===== src/rtl/asi_arb_ctrl.sv =====
// Two-way burst arbiter for the user memory port: write and read sides compete,
// with a fixed priority side and an optional fairness limit on consecutive grants.
//
// state | meaning
// IDLE  | no grant, arbitrate every cycle
// WGNT  | write side owns the port until its last beat
// RGNT  | read side owns the port until its last beat
module asi_arb_ctrl #(
    parameter int ASI_ARB  = 0,
    parameter int ARB_MAXC = 4,
    parameter int ARB_CW   = $clog2(ARB_MAXC + 1)
) (
    input  logic usr_clk,
    input  logic usr_reset_n,
    input  logic usr_wrequest,
    input  logic usr_we,
    input  logic usr_wlast,
    input  logic usr_rrequest,
    input  logic usr_re,
    input  logic usr_rlast,
    output logic usr_wgrant,
    output logic usr_rgrant,
    output logic arb_busy,
    output logic arb_starve
);

    // ARB_MAXC=0 yields a zero-width counter; keep at least one bit.
    localparam int            CW       = (ARB_CW < 1) ? 1 : ARB_CW;
    localparam logic [CW-1:0] MAXC     = CW'(ARB_MAXC);
    localparam logic          LIMIT_EN = (ARB_MAXC != 0);
    localparam logic          RD_PRI   = (ASI_ARB != 0);

    typedef enum logic [1:0] {
        IDLE = 2'd0,
        WGNT = 2'd1,
        RGNT = 2'd2
    } state_t;

    state_t        state, state_nxt;
    logic [CW-1:0] fcnt, fcnt_nxt;
    logic          starve, starve_nxt;
    logic          decide, pri_req, oth_req, forced, issue, pick_pri, pick_w;

    always_ff @(posedge usr_clk or negedge usr_reset_n) begin
        if (!usr_reset_n) begin
            state  <= IDLE;
            fcnt   <= '0;
            starve <= 1'b0;
        end else begin
            state  <= state_nxt;
            fcnt   <= fcnt_nxt;
            starve <= starve_nxt;
        end
    end

    always_comb begin
        state_nxt  = state;
        fcnt_nxt   = fcnt;
        starve_nxt = starve;
        pri_req    = RD_PRI ? usr_rrequest : usr_wrequest;
        oth_req    = RD_PRI ? usr_wrequest : usr_rrequest;

        case (state)
            WGNT:    decide = usr_we && usr_wlast;
            RGNT:    decide = usr_re && usr_rlast;
            default: decide = 1'b1;
        endcase

        forced   = LIMIT_EN && pri_req && oth_req && (fcnt == MAXC);
        issue    = decide && (pri_req || oth_req);
        pick_pri = pri_req && !forced;
        pick_w   = RD_PRI ? !pick_pri : pick_pri;

        if (decide && !issue) begin
            state_nxt = IDLE;
        end else if (issue) begin
            state_nxt  = pick_w ? WGNT : RGNT;
            starve_nxt = forced;
            // Only a priority win against a waiting other side counts toward the limit.
            if (pick_pri && oth_req) begin
                if (fcnt != MAXC) fcnt_nxt = fcnt + CW'(1);
            end else begin
                fcnt_nxt = '0;
            end
        end
    end

    assign usr_wgrant = (state == WGNT);
    assign usr_rgrant = (state == RGNT);
    assign arb_busy   = usr_wgrant | usr_rgrant;
    assign arb_starve = starve;

endmodule

===== config.mk =====
export PLATFORM = sky130hd
export DESIGN_NAME = asi_arb_ctrl
export DESIGN_NICKNAME = d
export VERILOG_FILES = /design/src/rtl/asi_arb_ctrl.sv
export SDC_FILE = /design/constraint.sdc
export NUM_CORES = 1
export LEC_CHECK = 0
export ABC_AREA = 1
export BUFFER_PORTS_ARGS = -buffer_cell sky130_fd_sc_hd__buf_2
export CORE_AREA = 2 2 39 41
export DETAILED_ROUTE_END_ITERATION = 12
export DIE_AREA = 0 0 41 43
export PLACE_DENSITY = 0.62
export SLEW_MARGIN = 25
export SYNTH_ARGS = -nofsm -noshare
export SYNTH_HDL_FRONTEND = slang
export SYNTH_SLANG_ARGS = --single-unit

===== constraint.sdc =====
create_clock -name usr_clk -period 1.2 [get_ports usr_clk]
set_input_delay 0.18 -clock usr_clk [delete_from_list [all_inputs] [get_ports usr_clk]]
set_output_delay 0.18 -clock usr_clk [all_outputs]
set_load 0.02 [all_outputs]

# After elaboration in Yosys (flattened, before gate mapping)
# Index checks and enable logic that the tools add are counted.
# W data, S select, Z words.
# totals
register_bits,6
inputBits,8
output_inout_bits,4
word_cells,31
# classes
n_addsub,1
eq_ne,5
muxes,6
n_bitwise,2
n_reduce_logical,14
# op_table
cell,n
$logic_and A1 B1 Y1,8
$mux W2,3
$mux W3,2
$add A3 B1 Y3 const B,1
$eq A3 B3 Y1 const B,1
$ne A3 B3 Y1 const B,1
$reduce_and A3 Y1,1
$eq A2 B1 Y1 const B,1
$eq A2 B2 Y1 const B,1
$logic_not A1 Y1,2
$ne A2 B1 Y1 const B,1
$pmux W1 S2,1
$reduce_and A2 Y1,1
$reduce_bool A2 Y1,1
$logic_or A1 B1 Y1,1
$not A1 Y1,1
$or A1 B1 Y1,1

# Longest topological paths before layout
# Gate-level depths: netlist (run 1).
# logic_depth
depth_word,7
ltp_mapped,7
mapped_depth_nobuf,7

# Least setup slack after synthesis (run 1)
# No wires, ideal clock.
# synth_path
path_type,register -> register
start,reg state[0]
end,reg fcnt[0]
setup_ps,117
arrival_ps,1167
t_required_ps,1083
setup_slack_ps,-84
stages_incl_launch_ff,7
path_buffers,0
synth_period_minus_slack_ps,1284
cell_sequence,dfrtp_1 inv_1 ha_1 inv_1 nand3_2 nand3_1 nand2_1
# synth_between
elab_chain_cells,7
word_cells_on_any_way,8
classes_between,eq/ne: 2; mux: 1; bitwise: 1; reduce/logical: 4
# synth_lines
item,line,source
from (decl),39,"state_t state, state_nxt;"
from (signal assigned),50,state <= state_nxt;
$eq A2 B2 Y1 / $eq A2 B1 Y1 (equally long branches),63,case (state)
$pmux W1 S2 (*),63,
$logic_and A1 B1 Y1,70,issue = decide && (pri_req || oth_req);
$logic_not A1 Y1,74,if (decide && !issue) begin
$logic_and A1 B1 Y1,74,
$not A1 Y1 (no source line),n/a,
$reduce_and A3 Y1 (no source line) (*),n/a,
to (signal assigned),51,fcnt <= fcnt_nxt;
to (decl),40,"logic [CW-1:0] fcnt, fcnt_nxt;"
# Mark *: on every way between the ends. The rest lies on a longest branch, timed or not.
# A chain may end at the register's enable or synchronous reset.

# Worst setup path in the final report (run 1)
# layout_path
start,reg state[1]
end,out arb_busy
# layout_between
elab_chain_cells,2
word_cells_on_any_way,3
classes_between,eq/ne: 2; bitwise: 1
# layout_lines
item,line,source
$eq A2 B1 Y1 / $eq A2 B2 Y1 (equally long branches),"88, 89",
$or A1 B1 Y1 (*),90,assign arb_busy = usr_wgrant | usr_rgrant;
to (decl),23,"output logic arb_busy,"
# Marks and branches as above.

==> flow_metrics.tcl, run 1 <==
set metrics [dict create \
    min_period_over_period 1.06 \
    vias 358 \
    status "finished with violations" \
    die_area_sq_um 1760 \
    crit_path_start_kind "register" \
    die_w_microns 41 \
    seq_area_sq_um 150 \
    drtIter0Drc 9 \
    cp-end-kind "output pin" \
    io_buffers 11 \
    fin_ws_ps -77.1 \
    layout.cells.non_filler 81 \
    tns_ps -135 \
    busiest_layer "met2" \
    setup.worst_path.class "register to output pin" \
    fin_area_sq_um 574 \
    drcViolationCount 0 \
    gp_congestion 0.714 \
    coreArea_sq_um 1380 \
    wire_per_inst_microns 9.53 \
    power_leakage_nw 0.311 \
    path_max_fanout 3 \
    met3_usage 0.0157 \
    antenna_found_initial 0 \
    diodes 0 \
    multiInputGateArea_sq_um 250 \
    synth_cells 47 \
    avgViaCountPerCell 4.42 \
    rows 14 \
    maxSlewHeadroom 0.897 \
    rsz0062_at_grt "yes" \
    fin_skew_ps 4.85 \
    drive_gt1_frac 0.446 \
    max_freq_ghz 0.783 \
    syn_area_sq_um 372 \
    grtUsageTotal 0.100 \
    synth_warnings 0 \
    worst_ep_required_time_ps 1020 \
    placed_cell_area_sq_um 484 \
    clock-sinks 6 \
    cts_buffer_depth 2 \
    setup_viol 2 \
    finalCriticalPeriod_ps 1280 \
    ys_ff_latch 6 \
    insertion_delay_ps 240 \
    whs_ps 276 \
    cap_violations 0 \
    syn-num-nets 59 \
    crit_arrival_ps 1100 \
    hold_class "input port to register" \
    htreeDepth 1 \
    io_pins 12 \
    synth_cell_types 12 \
    violations "negative setup slack" \
    utilization 0.415 \
    final_antenna_net_count 0 \
    globalRouteMet2Util 0.147 \
    grt_pass1_wl_mm 1.19 \
    slew_viol_final 0 \
    ir_drop_mv 0.653 \
    fillers 148 \
    clkTransAtPathRegs_ps 50 \
    cts_tree "yes" \
    met1_usage 0.125 \
    grt.overflow.total 0 \
    worst_slew_pin_slew_ps 155 \
    root_buffer "clkbuf_4" \
    power_density_nw_per_um2 2390 \
    final_net_count 79 \
    firstDrtPassIters 4 \
    dpl.hpwl_microns 624 \
    area_growth_pct 54.5 \
    grt_max_degree 9 \
    fp.dieH_microns 43 \
    grt_pass1_vias 329 \
    yosysSeqAreaShare 0.404 \
    cts_buffers 3 \
    hold_violations 0 \
    dp_cells 74 \
    wl_microns 772 \
    initial_core_util 0.269 \
    synth_area_per_cell_sq_um 7.91 \
]
## critical path: stages (launching register included)
cell and delay, ps:
dfrtp_1 410, ha_4 290, inv_4 40, buf_6 120
## layer usage
metal / wire length, microns / vias up / share of wire
met2: 418 / 8 / 0.54
met4: 10 / 0 / 0.013
met3: 26 / 2 / 0.034
li1: - / 187 / -
met5: 0 / - / 0
met1: 315 / 161 / 0.41
## where the power goes
part | internal [W] | switching [W] | leakage, nW | total [W]
Clock | 0.000113 | 0.0000669 | 0.0138 | 0.000180
Combinational | 0.000398 | 0.000471 | 0.218 | 0.000869
Sequential | 0.000268 | 0.0000539 | 0.0794 | 0.000322
Total | 0.000779 | 0.000592 | 0.311 | 0.00137
## cells in the final DEF, fill, tap and decap left out
master	n
o21ai_1	1
inv_2	1
inv_4	1
buf_4	5
dfrtp_1	6
nand3_4	2
ha_4	2
buf_2	8
nor2_1	2
buf_6	1
nand2_2	3
nand3_1	5
nand3_2	1
clkbuf_4	3
o21ai_2	1
dlygate4sd3_1	1
or2_4	1
ha_1	2
xor2_1	1
nand4_1	1
inv_1	6
nand2_1	11
## worst paths after layout
path	start	to	slack, ps	cells past startpoint
setup / recovery	state[1]	arb_busy	-80	3
hold / removal	usr_wrequest	state[1]	280	4
setup reg to reg	state[1]	fcnt[1]	0	7
hold reg to reg	arb_starve	arb_starve	470	2
max in group asynchronous	usr_reset_n	arb_starve	760	2
min in group asynchronous	usr_reset_n	state[0]	290	2
## cells in the mapped netlist
library cell   n  share of area
nand4_1        1          0.017
nand3_2        1          0.027
or2_4          1          0.024
nor2_1         2          0.020
inv_1          8          0.081
xor2_1         1          0.024
ha_1           4           0.13
nand3_1        7          0.094
o21ai_1        2          0.027
nand2_2        1          0.017
nand2_1       13           0.13
dfrtp_1        6           0.40
## timing repair
| item | CTS | global route |
|---|---|---|
| pin swaps | 0 | 1 |
| hold endpoints to repair | 6 | 0 |
| buffers inserted | 1 | 2 |
| setup endpoints to repair | 8 | 8 |
| hold buffers | 1 | 0 |
| resized for setup | 5 | 5 |
## through the flow
stage          setup slack [ps]  total power, W
2_1_floorplan              10.8        0.000851
3_3_place_gp              -32.6        0.000972
3_5_place_dp              -65.7         0.00100
4_1_cts                   -91.2         0.00131
5_1_grt                    -111         0.00148
6_report                  -77.1         0.00137
## layout make-up
type,instances,area share
clock buffer,3,0.0392
inverter,8,0.0566
multi-input combinational,33,0.436
tap,16,0.0349
sequential,6,0.261
timing repair buffer,15,0.172
## logic make-up after synthesis
kind of cell | share of synthesized area
xor+xnor | 0.0236
simple gates | 0.330
buf+inv | 0.0808
compound gates | 0.0269
fa+ha+maj | 0.135
flops | 0.404
## sequential cells by signal (all words and copies together) (netlist names)
name,flops
arb_starve,1
state,2
fcnt,3
No activity file was read; power rests on OpenSTA's default activity.
==> run 2, diff against run 1 <==
==> constraint.sdc (replaced) <==
create_clock -name usr_clk -period 1.1 [get_ports usr_clk]
set_input_delay 0.165 -clock usr_clk [delete_from_list [all_inputs] [get_ports usr_clk]]
set_output_delay 0.165 -clock usr_clk [all_outputs]
set_load 0.02 [all_outputs]
==> run 2 against run 1 <==
- the flow still finishes with violations (negative setup slack)
- non-clock buffer count increased by 1
- critical path depth increased by 1
- power increased by 16%
- via count decreased by 1.1%
- die area unchanged
- design area increased by 4.4%
- register-to-register slack got worse by 100 ps
- clock-buffer cell count unchanged
- critical path type unchanged
- critical endpoint unchanged
==> flow_metrics.tcl, run 2 (synthesis results as in run 1) <==
set metrics [dict create \
    status "finished with violations" \
    violations "negative setup slack" \
    worst_slew_pin_slew_ps 146 \
    cp-end-kind "output pin" \
    slowest_delay_ps 380 \
    min_period_over_period 1.16 \
    cts_buffer_depth 2 \
    critPathLaunch "state[0]" \
    switching_power_w 0.000676 \
    initial_core_util 0.269 \
    setup_viol 9 \
    io_pins 12 \
    hold_class "input port to register" \
    combPwrFrac 0.649 \
    cp_num_cells 4 \
    drtIter0Drc 4 \
    final_net_count 80 \
    crit_arrival_ps 1110 \
    crit_chain "inv_2, ha_4, inv_4, buf_6" \
    firstDrtPassIters 4 \
    wire_per_inst_microns 10.4 \
    reg2reg_from "state[0]" \
    max_freq_ghz 0.785 \
    drive_gt1_frac 0.455 \
    final_antenna_net_count 0 \
    root_buffer "clkbuf_4" \
    hold_violations 0 \
    rsz0062_at_grt "yes" \
    cts_buffers 3 \
    largest_reg_flops 3 \
    grt_pass1_vias 373 \
    grt_pass1_wl_mm 1.44 \
    ir_drop_mv 1.11 \
    hp-start "usr_wrequest" \
    clkPwrFrac 0.129 \
    power_leakage_nw 0.320 \
    grt.overflow.total 0 \
    fp.dieH_microns 43 \
    crit_family "flip-flops" \
    slew_viol_final 0 \
    cp-endpoint "arb_busy" \
    gp_congestion 0.765 \
    io_buffers 11 \
    rr_worst_depth 7 \
    finalCriticalPeriod_ps 1270 \
    diodes 0 \
    grtUsageTotal 0.131 \
    crit_slowest_cell "dfrtp_1" \
    clkTransAtPathRegs_ps 40 \
    coreArea_sq_um 1380 \
    p_int_w 0.000919 \
    p_seq_frac 0.222 \
    insertion_delay_ps 250 \
    fin_skew_ps 1.20 \
    drcViolationCount 0 \
    die_w_microns 41 \
    r2r-end "fcnt[1]" \
    clock-sinks 6 \
    power_density_nw_per_um2 2660 \
    vias 354 \
    pre_cts_slack_ps -103 \
    maxSlewHeadroom 0.903 \
    rows 14 \
    path_max_fanout 3 \
    wl_microns 852 \
    setup.worst_path.class "register to output pin" \
    die_area_sq_um 1760 \
    crit_path_start_kind "register" \
    cap_violations 0 \
    fin_ws_ps -175 \
    worst_ep_required_time_ps 940 \
    cts_tree "yes" \
    area_growth_pct 61.3 \
    layout.cells.non_filler 82 \
    layout_common_cells "nand2_1, buf_2, inv_1, dfrtp_1" \
    dp_cells 76 \
    path_buf_inv 3 \
    switching_share 0.424 \
    htreeDepth 1 \
    avgViaCountPerCell 4.32 \
    rrSetupSlack_ps -100 \
    grt_max_degree 9 \
    mostFrequentLayoutCell "nand2_1" \
    antenna_found_initial 0 \
    top_register "fcnt" \
]
-- run 2: cell count changes in the layout (fill, tap and decap cells not counted) --
| cell | before | now |
|---|---|---|
| buf_4 | 5 | 4 |
| buf_6 | 1 | 3 |
| nand2_1 | 11 | 12 |
| nand2_2 | 3 | 2 |
| nand3_1 | 5 | 4 |
| nand3_4 | 2 | 3 |
-- run 2: timing repair --
item | CTS | global route
endpoints found under the setup margin | 9 | 9
gates cloned | 0 | 0
pin swaps | 2 | 2
hold endpoints to repair | 6 | 0
gates resized for setup | 9 | 1
setup buffers | 0 | 2
hold buffers | 1 | 0
-- run 2: area by class of cell --
cell class	count	area [sq um]
multi-input cells	33	260
flip-flops and latches	6	150
repair buffers	16	114
inverters	8	32.5
clock buffers	3	22.5
fillers	140	785
well taps	16	20.0
-- run 2: routing by layer --
| metal | vias to the layer above | share of wire | GRT usage |
|---|---|---|---|
| met5 | - | 0 | 0 |
| met4 | 0 | 0.055 | 0.160 |
| met3 | 4 | 0.026 | 0.0157 |
| met2 | 8 | 0.48 | 0.175 |
| met1 | 156 | 0.44 | 0.154 |
| li1 | 186 | - | - |
-- run 2: worst min-delay path by stage --
stage / endpoint / slack (ps) / depth (start not counted)
4_1_cts: state[1] / 240 / 4
6_report: state[1] / 250 / 4
5_1_grt: state[1] / 280 / 4
3_3_place_gp: state[0] / -0.6 / 1
2_1_floorplan: arb_starve / -130 / 0
3_5_place_dp: fcnt[2] / -0.9 / 1
-- run 2: tightest hold or removal path: stages --
cell,delay (ps)
buf_2,120
o21ai_2,70
nand3_2,60
nand2_1,40
-- run 2: power groups by stage --
stage	clock network, W	registers (W)	logic, W
after CTS	0.000215	0.000355	0.000965
after global routing	0.000227	0.000360	0.00114
after detailed placement	0	0.000356	0.000825
after floorplan	0	0.000356	0.000624
final	0.000206	0.000354	0.00104
after global placement	0	0.000349	0.000812
-- run 2: per-stage QoR --
| step | total power (W) | utilization | cell area, sq um | setup TNS (ps) | hold WS, ps |
|---|---|---|---|---|---|
| 2_1_floorplan | 0.000980 | - | 424 | -236 | -131 |
| 3_3_place_gp | 0.00116 | 0.372 | 514 | -390 | -0.642 |
| 3_5_place_dp | 0.00118 | 0.372 | 514 | -472 | -0.932 |
| 4_1_cts | 0.00154 | 0.420 | 582 | -897 | 239 |
| 5_1_grt | 0.00173 | 0.433 | 599 | -1450 | 284 |
| 6_report | 0.00160 | 0.433 | 599 | -806 | 252 |
==> run 3, diff against run 2 <==
--- a/config.mk
+++ b/config.mk
@@ -15,3 +15,4 @@
 export SYNTH_ARGS = -nofsm -noshare
 export SYNTH_HDL_FRONTEND = slang
 export SYNTH_SLANG_ARGS = --single-unit
+export TNS_END_PERCENT = 1
==> run 3 against run 2 <==
- the flow still finishes with violations (negative setup slack)
- sequential power about the same
- critical path depth shrank 1
- cell count rose by 1.2%
- global-route usage shrank 1.0 points
- sequential share of layout area is 0.11 points higher
- first-iteration DRC count down 25%
- maximum frequency shrank 1.4%
- clock-buffer cell count unchanged
- worst setup slack lost 17 ps
- design area fell by 0.42%
- sequential cell count stayed put
- power down 2.1%
- critical endpoint unchanged
==> flow_metrics.tcl, run 3 (synthesis results as in run 1) <==
set metrics [dict create \
    status "finished with violations" \
    violations "negative setup slack" \
    hp-start "usr_rlast" \
    cts_buffer_depth 2 \
    io_pins 12 \
    top_register "fcnt" \
    hold_class "input port to register" \
    drtIter0Drc 3 \
    worst_ep_required_time_ps 940 \
    fin_skew_ps 12.2 \
    p_int_w 0.000900 \
    gp_congestion 0.778 \
    drcViolationCount 0 \
    rrSetupSlack_ps -90 \
    wl_microns 839 \
    whs_ps 253 \
    grt.overflow.total 0 \
    cp-endpoint "arb_busy" \
    ir_drop_mv 0.921 \
    wire_per_inst_microns 10.1 \
    largest_reg_flops 3 \
    cap_violations 0 \
    antenna_found_initial 0 \
    cts_buffers 3 \
    die_w_microns 41 \
    crit_arrival_ps 1130 \
    finalCriticalPeriod_ps 1290 \
    fp.dieH_microns 43 \
    r2r-end "fcnt[0]" \
    power_density_nw_per_um2 2620 \
    slew_viol_final 0 \
    maxSlewHeadroom 0.893 \
    rr_worst_depth 7 \
    clkPwrFrac 0.134 \
    drive_gt1_frac 0.433 \
    vias 373 \
    clkTransAtPathRegs_ps 50 \
    reg2reg_from "state[1]" \
    cts_tree "yes" \
    p_seq_frac 0.227 \
    cp-end-kind "output pin" \
    firstDrtPassIters 4 \
    seq_area_sq_um 150 \
    clock-sinks 6 \
    layout_common_cells "nand2_1, buf_2, inv_1, dfrtp_1, nand3_1" \
    coreArea_sq_um 1380 \
    combPwrFrac 0.640 \
    io_buffers 11 \
    grt_pass1_vias 366 \
    final_antenna_net_count 0 \
    insertion_delay_ps 250 \
    path_max_fanout 3 \
    critPathLaunch "state[1]" \
    max_freq_ghz 0.774 \
    worst_slew_pin_slew_ps 160 \
    switching_share 0.424 \
    fin_area_sq_um 597 \
    root_buffer "clkbuf_4" \
    diodes 0 \
    rows 14 \
    hold_violations 0 \
    multiInputGateArea_sq_um 253 \
    setup.worst_path.class "register to output pin" \
    placed_cell_area_sq_um 529 \
    dpl.hpwl_microns 690 \
    switching_power_w 0.000662 \
    initial_core_util 0.269 \
    fin_ws_ps -192 \
    min_period_over_period 1.17 \
    mostFrequentLayoutCell "nand2_1" \
    area_growth_pct 60.6 \
    htreeDepth 1 \
    grt_max_degree 9 \
    tns_ps -794 \
    crit_path_start_kind "register" \
    die_area_sq_um 1760 \
    avgViaCountPerCell 4.49 \
    setup_viol 9 \
    power_leakage_nw 0.322 \
    rsz0062_at_grt "yes" \
    grtUsageTotal 0.121 \
    fillers 148 \
    grt_pass1_wl_mm 1.44 \
    final_net_count 81 \
]
-- run 3: cell types whose count changed in the layout (fill, tap and decap cells not counted), sizes merged --
cell,previous run,this run
buf,15,16
-- run 3: critical path, cell delays in order (launching register included) --
cell and delay (ps):
dfrtp_1 420, ha_4 290, inv_4 40, buf_6 120
-- run 3: what timing repair did --
action,in CTS,in global routing
endpoints found under the setup margin,9,9
gates cloned,0,0
hold endpoints to repair,6,0
hold buffers,1,0
pin swaps,2,1
gates resized for setup,6,1
buffers inserted,0,1
-- run 3: power groups by stage --
stage | registers (W) | logic [W] | clock network (W)
after global routing | 0.000363 | 0.00109 | 0.000228
after global placement | 0.000351 | 0.000854 | 0
after floorplan | 0.000356 | 0.000624 | 0
after CTS | 0.000357 | 0.000984 | 0.000216
after detailed placement | 0.000353 | 0.000876 | 0
final | 0.000354 | 0.000999 | 0.000209
-- run 3: how the worst min path moves through the flow --
stage	endpoint	cells after the start
floorplan	arb_starve	0
global placement	state[0]	1
detailed placement	state[0]	1
CTS	state[1]	4
global route	fcnt[2]	2
finish	state[1]	4
-- run 3: layer usage --
layer	track usage	wire, microns
met1	0.144	354
met2	0.191	423
met3	0.0157	29
met4	0.0800	32
met5	0	0
-- run 3: area by class of cell --
class,instances,share of cell area
Multi-Input combinational cell,33,0.423
Sequential cell,6,0.252
Timing Repair Buffer,17,0.199
Inverter,8,0.0545
Clock buffer,3,0.0377
Tap cell,16,0.0335
-- run 3: through the flow --
stage / util / worst slack [ps] / instances / power [W]
2_1_floorplan: - / -49.1 / 47 / 0.000980
3_3_place_gp: 0.382 / -65.6 / 78 / 0.00120
3_5_place_dp: 0.382 / -94.9 / 78 / 0.00123
4_1_cts: 0.423 / -197 / 82 / 0.00156
5_1_grt: 0.431 / -228 / 83 / 0.00168
6_report: 0.431 / -192 / 83 / 0.00156
